<file path="config.mk">
export PLATFORM = sky130hd
export DESIGN_NAME = fetch_unit
export DESIGN_NICKNAME = d
export VERILOG_FILES = /design/src/rtl/fetch_unit_pkg.sv /design/src/rtl/fetch_wait_timer.sv /design/src/rtl/fetch_unit.sv
export SDC_FILE = /design/constraint.sdc
export NUM_CORES = 1
export LEC_CHECK = 0
export CELL_PAD_IN_SITES_DETAIL_PLACEMENT = 0
export CELL_PAD_IN_SITES_GLOBAL_PLACEMENT = 1
export CORE_ASPECT_RATIO = 1.4
export CORE_MARGIN = 2
export CORE_UTILIZATION = 43
export CTS_CLUSTER_SIZE = 12
export DETAILED_ROUTE_END_ITERATION = 16
export PLACE_DENSITY = 0.89
export SKIP_LAST_GASP = 1
export SYNTH_ARGS = -nofsm -noshare
export SYNTH_HDL_FRONTEND = slang
export SYNTH_SLANG_ARGS = --single-unit
export TNS_END_PERCENT = 100
</file>
<file path="constraint.sdc">
create_clock -name clock -period 2.69 [get_ports clock]
set_clock_uncertainty 0.15 [all_clocks]
set_input_delay 0.807 -clock clock [delete_from_list [all_inputs] [get_ports clock]]
set_output_delay 0.807 -clock clock [all_outputs]
set_load 0.02 [all_outputs]
</file>
<file path="src/rtl/fetch_unit_pkg.sv">
// Shared definitions for the fetch unit and the control unit that consumes its IR.
package fetch_unit_pkg;

   localparam int ADDR_W   = 16;
   localparam int OPCODE_W = 8;

   // Opcode byte values the control unit decodes from ir.
   localparam logic [OPCODE_W-1:0] OP_NOP = 8'h00;
   localparam logic [OPCODE_W-1:0] OP_LDA = 8'h05;
   localparam logic [OPCODE_W-1:0] OP_STA = 8'h06;
   localparam logic [OPCODE_W-1:0] OP_ADD = 8'h08;
   localparam logic [OPCODE_W-1:0] OP_JMP = 8'h0B;
   localparam logic [OPCODE_W-1:0] OP_JZ  = 8'h0C;
   localparam logic [OPCODE_W-1:0] OP_HLT = 8'hFF;

   typedef enum logic [1:0] {
      FS_IDLE    = 2'd0,
      FS_REQUEST = 2'd1,
      FS_FAULT   = 2'd2
   } fetch_state_e;

   // Sequential successor of a fetch address; wraps from 16'hFFFF to 16'h0000.
   function automatic logic [ADDR_W-1:0] next_pc(input logic [ADDR_W-1:0] addr);
      return addr + {{(ADDR_W-1){1'b0}}, 1'b1};
   endfunction

endpackage

</file>
<file path="src/rtl/fetch_wait_timer.sv">
// Counts edges spent waiting for mem_ack; flags the edge on which the count reaches TIMEOUT.
module fetch_wait_timer
   import fetch_unit_pkg::*;
#(
   parameter logic [7:0] TIMEOUT = 8'd15
) (
   input  logic clock,
   input  logic reset,
   input  logic clear,
   input  logic enable,
   output logic expired
);

   localparam int CNT_W = $clog2(int'(TIMEOUT) + 1);
   localparam logic [CNT_W-1:0] CNT_MAX  = CNT_W'(TIMEOUT);
   localparam logic [CNT_W-1:0] CNT_LAST = CNT_W'(TIMEOUT - 8'd1);

   logic [CNT_W-1:0] count_q;
   logic [CNT_W-1:0] count_d;

   // Clear wins over enable; count saturates at TIMEOUT.
   always_comb begin
      count_d = count_q;
      if (clear) begin
         count_d = '0;
      end else if (enable && (count_q != CNT_MAX)) begin
         count_d = count_q + {{(CNT_W-1){1'b0}}, 1'b1};
      end
   end

   // Wait count register.
   always_ff @(posedge clock or negedge reset) begin
      if (!reset) begin
         count_q <= '0;
      end else begin
         count_q <= count_d;
      end
   end

   // High when the next enabled edge brings the count to TIMEOUT.
   assign expired = enable && (count_q == CNT_LAST);

endmodule

</file>
<file path="src/rtl/fetch_unit.sv">
// Instruction fetch: holds the PC, issues one registered memory read per fetch
// request, loads the opcode byte into ir, and latches a sticky timeout fault.
//
// state      | meaning
// -----------+--------------------------------------------------------------
// FS_IDLE    | no read outstanding; accepts pc_load and ir_load
// FS_REQUEST | mem_req high, waiting for mem_ack; pc_load is held as pending
// FS_FAULT   | memory timed out; absorbing until reset, all requests ignored
module fetch_unit
   import fetch_unit_pkg::*;
#(
   parameter logic [15:0] RESET_PC = 16'h0000,
   parameter logic [7:0]  TIMEOUT  = 8'd15
) (
   input  logic                clock,
   input  logic                reset,
   input  logic                ir_load,
   input  logic                pc_load,
   input  logic [ADDR_W-1:0]   pc_target,
   input  logic                mem_ack,
   input  logic [OPCODE_W-1:0] mem_rdata,
   output logic                mem_req,
   output logic [ADDR_W-1:0]   mem_addr,
   output logic [OPCODE_W-1:0] ir,
   output logic                ir_valid,
   output logic                busy,
   output logic [ADDR_W-1:0]   pc,
   output logic                fault
);

   fetch_state_e        state_q,    state_d;
   logic [ADDR_W-1:0]   pc_q,       pc_d;
   logic [ADDR_W-1:0]   addr_q,     addr_d;
   logic [OPCODE_W-1:0] ir_q,       ir_d;
   logic                req_q,      req_d;
   logic                valid_q,    valid_d;
   logic                fault_q,    fault_d;
   logic                pend_vld_q, pend_vld_d;
   logic [ADDR_W-1:0]   pend_pc_q,  pend_pc_d;

   logic timer_clear;
   logic timer_enable;
   logic timer_expired;

   fetch_wait_timer #(
      .TIMEOUT (TIMEOUT)
   ) u_wait_timer (
      .clock   (clock),
      .reset   (reset),
      .clear   (timer_clear),
      .enable  (timer_enable),
      .expired (timer_expired)
   );

   // Next-state and datapath updates; mem_ack is only looked at in FS_REQUEST,
   // which is exactly when mem_req is high.
   always_comb begin
      state_d      = state_q;
      pc_d         = pc_q;
      addr_d       = addr_q;
      ir_d         = ir_q;
      req_d        = req_q;
      valid_d      = 1'b0;
      fault_d      = fault_q;
      pend_vld_d   = pend_vld_q;
      pend_pc_d    = pend_pc_q;
      timer_clear  = 1'b0;
      timer_enable = 1'b0;

      unique case (state_q)
         FS_IDLE: begin
            if (pc_load) begin
               pc_d = pc_target;
            end
            if (ir_load) begin
               state_d     = FS_REQUEST;
               req_d       = 1'b1;
               addr_d      = pc_load ? pc_target : pc_q;
               pend_vld_d  = 1'b0;
               timer_clear = 1'b1;
            end
         end

         FS_REQUEST: begin
            if (pc_load) begin
               pend_vld_d = 1'b1;
               pend_pc_d  = pc_target;
            end
            if (mem_ack) begin
               // A pc_load on the completion edge is the most recent one.
               if (pc_load) begin
                  pc_d = pc_target;
               end else if (pend_vld_q) begin
                  pc_d = pend_pc_q;
               end else begin
                  pc_d = next_pc(addr_q);
               end
               ir_d       = mem_rdata;
               valid_d    = 1'b1;
               req_d      = 1'b0;
               pend_vld_d = 1'b0;
               state_d    = FS_IDLE;
            end else begin
               timer_enable = 1'b1;
               if (timer_expired) begin
                  state_d    = FS_FAULT;
                  req_d      = 1'b0;
                  fault_d    = 1'b1;
                  pend_vld_d = 1'b0;
               end
            end
         end

         FS_FAULT: begin
            req_d = 1'b0;
         end

         default: begin
            state_d = FS_IDLE;
            req_d   = 1'b0;
         end
      endcase
   end

   // State and datapath registers; reset clears mem_req asynchronously.
   always_ff @(posedge clock or negedge reset) begin
      if (!reset) begin
         state_q    <= FS_IDLE;
         pc_q       <= RESET_PC;
         addr_q     <= '0;
         ir_q       <= '0;
         req_q      <= 1'b0;
         valid_q    <= 1'b0;
         fault_q    <= 1'b0;
         pend_vld_q <= 1'b0;
         pend_pc_q  <= '0;
      end else begin
         state_q    <= state_d;
         pc_q       <= pc_d;
         addr_q     <= addr_d;
         ir_q       <= ir_d;
         req_q      <= req_d;
         valid_q    <= valid_d;
         fault_q    <= fault_d;
         pend_vld_q <= pend_vld_d;
         pend_pc_q  <= pend_pc_d;
      end
   end

   assign mem_req  = req_q;
   assign mem_addr = addr_q;
   assign ir       = ir_q;
   assign ir_valid = valid_q;
   assign pc       = pc_q;
   assign fault    = fault_q;
   assign busy     = (state_q == FS_REQUEST) || (state_q == FS_FAULT);

endmodule

</file>
# After elaboration in Yosys (flattened, before gate mapping)
# Index checks and enable logic that the tools add are counted.
dict set report totals {
  reg_bits 66
  out_inout_bits 44
}
dict set report op_classes {
  n_addsub 2
  n_eq_ne 8
  muxes 26
  bitwise_logic 2
  reduce_logical 14
}
# op n
set op_table {}
lappend op_table {{$mux W16} 4}
lappend op_table {{$pmux W16 S2} 1}
lappend op_table {{$add A16 B1 Y16 const B} 1}
lappend op_table {{$mux W1} 13}
lappend op_table {{$reduce_and A2 Y1} 5}
lappend op_table {{$reduce_and A3 Y1} 3}
lappend op_table {{$mux W4} 2}
lappend op_table {{$ne A4 B4 Y1 const B} 2}
lappend op_table {{$mux W2} 3}
lappend op_table {{$pmux W2 S3} 1}
lappend op_table {{$add A4 B1 Y4 const B} 1}
lappend op_table {{$eq A4 B4 Y1 const B} 1}
lappend op_table {{$ne A2 B2 Y1 const B} 2}
lappend op_table {{$pmux W1 S2} 2}
lappend op_table {{$reduce_bool A2 Y1} 2}
lappend op_table {{$ne A3 B3 Y1 const B} 1}
lappend op_table {{$eq A2 B1 Y1 const B} 1}
lappend op_table {{$eq A2 B2 Y1 const B} 1}
lappend op_table {{$logic_and A1 B1 Y1} 2}
lappend op_table {{$logic_not A2 Y1} 1}
lappend op_table {{$not A1 Y1} 2}
lappend op_table {{$logic_or A1 B1 Y1} 1}

# Longest topological paths before layout
# Gate-level depths: netlist (run 1).
dict set report logic_depth {
  depth_word 6
  ltp_mapped 8
}

# Modules after synthesis
# A second synthesis (run 1) with hierarchy kept.
dict set report unflattened {
  cells_unflattened 322
  area_unflattened_um2 3438.3
}
# mod n_inst cells_each area_each_um2 seq_area_each_um2
set modules_own_cells {}
lappend modules_own_cells {fetch_unit 1 299 3178.0 1551.5}
lappend modules_own_cells {fetch_wait_timer 1 23 260.2 100.1}

# Least setup slack after synthesis (run 1)
# OpenSTA, ideal clock, no wires.
dict set report synth_timing {
  path_type {register to register}
  startpoint {register state_q[1]}
  endpoint {register ir_q[1] (netlist: ir[1])}
  setup_ps 125
  t_arrival_ps 1574
  required_time_ps 2415
  setup_slack_ps 842
  path_stages_with_launch 8
  n_path_buf 3
  cell_sequence {dfrtp_1 inv_1 ha_1 buf_2 buf_6 nand2_1 buf_2 mux2_2}
}
dict set report synth_between {
  elab_chain_cells 2
}
# element line_no
set synth_lines {}
lappend synth_lines {{from (decl)} fetch_unit.sv:31} ;# fetch_state_e state_q, state_d;
lappend synth_lines {{from (signal assigned)} fetch_unit.sv:138} ;# state_q <= state_d;
lappend synth_lines {{$eq A2 B1 Y1} fetch_unit.sv:70} ;# unique case (state_q)
lappend synth_lines {{$reduce_and A2 Y1 (no source line)} --}
lappend synth_lines {{to (signal assigned)} fetch_unit.sv:141} ;# ir_q <= ir_d;
lappend synth_lines {{to (decl)} fetch_unit.sv:34} ;# logic [OPCODE_W-1:0] ir_q, ir_d;
# Every way passes these cells.
# A chain may end at the register's enable or synchronous reset.

# Final worst setup path (run 1)
dict set report layout_timing {
  startpoint {register addr_q[3] (netlist: mem_addr[3])}
  endpoint {output port mem_addr[3]}
}
# element line_no
set layout_rtl {}
lappend layout_rtl {{from (decl)} fetch_unit.sv:33} ;# logic [ADDR_W-1:0] addr_q, addr_d;
lappend layout_rtl {{from (signal assigned)} fetch_unit.sv:140} ;# addr_q <= addr_d;
lappend layout_rtl {{to (decl)} fetch_unit.sv:23} ;# output logic [ADDR_W-1:0] mem_addr,
# No word-level cell between the ends.

==> flow_summary.ini, run 1 <==
[run_status]
outcome = finished clean

[setup_path]
regToRegSetupSlack_ns = 0.30
startpoint_type = flop
crit_path_end_kind = output port
crit_buf_inv = 1
path_class = flop to output port
cpMaxStageDelayCell = clkdlybuf4s50_1
timing.rr.end = pc[13]$_DFFE_PN0P_
startpoint = mem_addr[3]$_DFFE_PN0P_
rr_worst_depth = 6
endpoint = mem_addr[3]
critPathTopFamily = buffers and inverters
crit_required_ns = 1.73
timing.rr.start = state_q[1]$_DFFE_PN0P_
path_max_fanout = 8
path_depth = 1
cpPeakStageDelay_ns = 0.66
cp.arrival_ns = 1.52
crit_chain = clkdlybuf4s50_1

[logic_synthesis]
ys.flop_type = dfrtp_1
synthCells = 327
synth_area_leaders = dfrtp_1, mux2_2, mux2i_1, a21oi_1, nor2_1
ys.warnings.count = 0
ys_types = 55
synth-seq-area-share_pct = 48.1
synth_area_per_cell_um2 = 10.5
yosysTopAreaCellShare_pct = 48.1
syn-num-nets = 363
syn-cell-area_mm2 = 0.00344
synth_edf_count = 0
yosys.area.top_type = dfrtp_1
synth-seq-cells = 66
async_flop_share_pct = 100

[finish]
drive_gt1_share_pct = 15.2
fin_area_mm2 = 0.00446
synthToLayoutAreaGrowth_pct = 29.9
utilization_pct = 57.6
n_antenna_cell = 0
multiInputGateArea_mm2 = 0.00164
num-nets-final = 439
seq_area_mm2 = 0.00165
fillers = 692

[worst_hold_path]
min_path_type = primary input to asynchronous set/reset pin

[grt]
antenna_found_initial = 0
grt_pass1_vias = 2810
grt_first_pass_wirelength_um = 13900
overflow = 0
grt_max_degree = 49
grtUsageTotal_pct = 20.9

[sta]
worst_pin_slew_ns = 0.616
report.final.hold_viol_count = 0
min_period_ns = 2.47
max-slew-margin-rel_pct = 58.9
finalSetupTns_ns = 0
finalSetupViolCount = 0
rsz0062_at_grt = no
min_period_over_period_pct = 91.9
drv_slew = 0
fmax_mhz = 404

[clocking]
clk_latency_ns = 0.34
cts_sinks = 66
clk_pin_slew_ns = 0.07
cts_buffer_depth = 2
cts_setup_buffers = 0
cts-root-buf = clkbuf_8
cts_inserted_buffers = 9
cts_tree = yes
h-tree-depth = 3

[placement]
dp_hpwl_um = 6120
port_buffers = 72
place.gp.congestion = 0.922
placed_cell_area_mm2 = 0.00426

[route]
first_pass_iters = 4
drt-total-wl_um = 8540
vias_per_cell = 5.53
num_vias = 2805
wire_per_inst_um = 16.8
ant_nets = 0
drcViolationCount = 0
drtIter0Drc = 187

[power]
ir_worst_vdd_mv = 0.771
power_density_mw_per_mm2 = 1260
p_leak_nw = 1.86

[die]
ios = 73
initial_core_util_pct = 44.3
coreArea_mm2 = 0.00775
die_w_um = 79.5
die_h_um = 110
die-area_mm2 = 0.00873
rows = 38

[job]
drv_cap = 0
==> timing repair <==
item,4_1_cts,5_1_grt
setup endpoints to repair,0,1
gates resized for setup,0,1
hold endpoints to repair,0,0
hold buffers,0,0
==> power breakdown <==
group,switching [mW],leakage [nW],internal (mW)
logic,1.47,0.970,1.37
clock network,0.365,0.106,0.498
registers,0.463,0.782,1.47
==> cells in the mapped netlist (4+ instances only) <==
master and number:
ha_1 7, nand4_1 5, a31oi_1 7, dfrtp_1 66, a21oi_1 25, o21ai_0 6
xnor2_1 9, nor3_1 6, nor2_1 30, nor2b_1 4, a32oi_1 4, o211ai_1 4
mux2_2 28, inv_1 8, xor2_1 4, nand3_1 11, mux2i_1 16, nand2_1 23
o22ai_1 11, buf_2 6
==> routing by layer <==
| metal | global-route usage [%] | wire, um | vias up |
|---|---|---|---|
| li1 | - | - | 1347 |
| met1 | 25.4 | 3470 | 1353 |
| met2 | 34.8 | 4340 | 93 |
| met3 | 4.84 | 541 | 12 |
| met4 | 10.2 | 175 | 0 |
| met5 | 0 | 0 | - |
==> logic make-up after synthesis <==
kind of cell | share of synthesized area (%)
AO/OA/AOI/OAI | 14.0
AND/OR/NAND/NOR | 13.4
XOR/XNOR | 3.31
multiplexers | 14.6
buffers and inverters | 4.15
flip-flops | 48.1
adder cells (fa/ha/maj) | 2.55
==> final cells by class <==
class                           instances  share of cell area, %
Multi-Input combinational cell        235                   36.8
Timing Repair Buffer                   82                   18.1
Clock inverter                          2                  0.785
Clock buffer                           13                   3.79
Sequential cell                        66                   37.0
Inverter                                9                  0.757
Tap cell                              100                   2.80
==> layout by cell type, fill, tap and decap left out, drive strengths merged, types with 8 or more instances in the layout <==
cell / count
a21oi: 25
buf: 11
clkbuf: 13
clkdlybuf4s50: 70
dfrtp: 66
inv: 8
mux2: 29
mux2i: 17
nand2: 24
nand3: 11
nor2: 31
o21ai: 8
o22ai: 11
xnor2: 9
==> through the flow <==
step	cells	hold WS, ns	setup slack [ns]	power, mW
after floorplan	327	0.315	0.842	3.70
after global placement	492	0.325	0.179	4.73
after detailed placement	492	0.328	0.147	4.80
after CTS	507	0.254	0.0487	5.69
after global routing	507	0.277	0.136	6.05
final	507	0.248	0.217	5.64
==> flip-flops by register name (all words and copies together) (netlist names) <==
register / cells
fault: 1
mem_req: 1
pend_pc_q: 16
u_wait_timer.count_q: 4
ir_valid: 1
pc: 16
mem_addr: 16
pend_vld_q: 1
ir: 8
state_q: 2
==> worst min-delay path by stage <==
stage                                            to  slack, ns                      start  cells after the start
after floorplan           pend_pc_q[11]$_DFFE_PN0P_       0.31  pend_pc_q[11]$_DFFE_PN0P_                      1
after detailed placement          fault$_DFFE_PN0P_       0.33          fault$_DFFE_PN0P_                      1
after CTS                         pc[4]$_DFFE_PN0P_       0.25                      reset                      1
final                             pc[4]$_DFFE_PN0P_       0.25                      reset                      1
after global routing              pc[4]$_DFFE_PN0P_       0.28                      reset                      1
after global placement            fault$_DFFE_PN0P_       0.32          fault$_DFFE_PN0P_                      1
Power figures use the tool's default switching activity.
==> run 2, diff against run 1 <==
CAP_MARGIN = 10   (was not set)
CORE_UTILIZATION = 44   (was 43)
CTS_BUF_LIST = sky130_fd_sc_hd__clkbuf_4 sky130_fd_sc_hd__clkbuf_8   (was not set)
PLACE_DENSITY = 0.91   (was 0.89)
==> run 2 against run 1 <==
  * Sequential share of layout area unchanged
  * Sequential cell count unchanged
  * Worst setup slack got worse by 0.0016 ns
  * Largest cell class unchanged
==> flow_summary.ini, run 2 (synthesis gave the netlist of run 1 again) <==
[worst_hold_path]
min_path_type = primary input to asynchronous set/reset pin

[setup_path]
cpPeakStageDelay_ns = 0.66
startpoint = mem_addr[6]$_DFFE_PN0P_
path_max_fanout = 8
crit_required_ns = 1.73
timing.rr.start = state_q[1]$_DFFE_PN0P_
path_class = flop to output port
crit_path_end_kind = output port
startpoint_type = flop
cpMaxStageDelayCell = clkdlybuf4s50_1
critPathTopFamily = buffers and inverters
crit_chain = clkdlybuf4s50_1
cp.arrival_ns = 1.52
crit_buf_inv = 1

[finish]
final_cells = 511
mostFrequentLayoutCells = clkdlybuf4s50_1, dfrtp_1, nor2_1
drive_gt1_share_pct = 16.3
n_antenna_cell = 0
utilization_pct = 58.3
num-nets-final = 443
layout_commonest_cell = clkdlybuf4s50_1
fin_area_mm2 = 0.00446
synthToLayoutAreaGrowth_pct = 29.9

[clocking]
cts_sinks = 66
h-tree-depth = 3
cts_hold_buf = 0
clk_latency_ns = 0.34
cts_tree = yes
ctsResizeCount = 0
cts-root-buf = clkbuf_8
clk_pin_slew_ns = 0.07
cts_inserted_buffers = 9
cts_setup_buffers = 0
cts_buffer_depth = 2

[run_status]
outcome = finished clean

[route]
vias_per_cell = 5.55
ant_nets = 0
drt-total-wl_um = 8540
first_pass_iters = 4
drcViolationCount = 0
drtIter0Drc = 221
wire_per_inst_um = 16.7
num_vias = 2837

[die]
die_h_um = 109
rows = 38
die-area_mm2 = 0.00854
initial_core_util_pct = 44.9
die_w_um = 78.7
ios = 73
coreArea_mm2 = 0.00765

[placement]
port_buffers = 72
dp_hpwl_um = 6220
placed_cell_area_mm2 = 0.00429
place.gp.congestion = 0.966
dpl.cell_count = 496
pre_cts_ws_ns = 0.128

[grt]
overflow = 0
grt_max_degree = 25
grtUsageTotal_pct = 21.4
grt_first_pass_wirelength_um = 14100
antenna_found_initial = 0
grt_pass1_vias = 2828

[sta]
drv_slew = 0
fmax_mhz = 404
max-slew-margin-rel_pct = 69.0
setup_slack_ns = 0.215
min_period_over_period_pct = 92.0
finalSetupViolCount = 0
hold_slack_ns = 0.243
min_period_ns = 2.47
finalSetupTns_ns = 0
rsz0062_at_grt = no
report.final.hold_viol_count = 0
worst_pin_slew_ns = 0.464

[power]
ir_worst_vdd_mv = 0.758
power_density_mw_per_mm2 = 1240
power_mw = 5.55
p_leak_nw = 1.87

[job]
drv_cap = 0
-- run 2: cell count changes in the layout (fill, tap and decap cells not counted), sizes merged --
cell and change:
clkinv +2, buf +4, bufinv -1, clkbuf -1
-- run 2: final cells by class --
type,count,area [um^2]
Fill cell,683,3190
Sequential cell,66,1650
Multi-Input combinational cell,235,1640
Timing Repair Buffer,86,836
Clock buffer,12,159
Tap cell,100,125
Inverter,9,33.8
Clock inverter,3,15.0
-- run 2: power breakdown --
group          switching (mW)  internal [mW]
registers               0.464           1.47
clock network           0.367          0.385
logic                    1.47           1.39
-- run 2: final timing paths --
path                                             to  slack [ns]  depth (start not counted)
setup / recovery                        mem_addr[6]        0.22                          1
hold / removal              mem_addr[2]$_DFFE_PN0P_        0.24                          1
setup reg to reg                 pc[13]$_DFFE_PN0P_        0.38                          7
hold reg to reg                   fault$_DFFE_PN0P_        0.34                          1
max in group asynchronous  mem_addr[10]$_DFFE_PN0P_        1.55                          2
min in group clock                fault$_DFFE_PN0P_        0.34                          1
-- run 2: per-layer routing --
layer  part of all wire [%]  vias to the layer above  GRT usage (%)
li1                       -                     1348              -
met1                     41                     1384           27.2
met2                     51                       93           35.4
met3                    6.0                       12           5.43
met4                    1.6                        0           7.64
met5                      0                        -              0
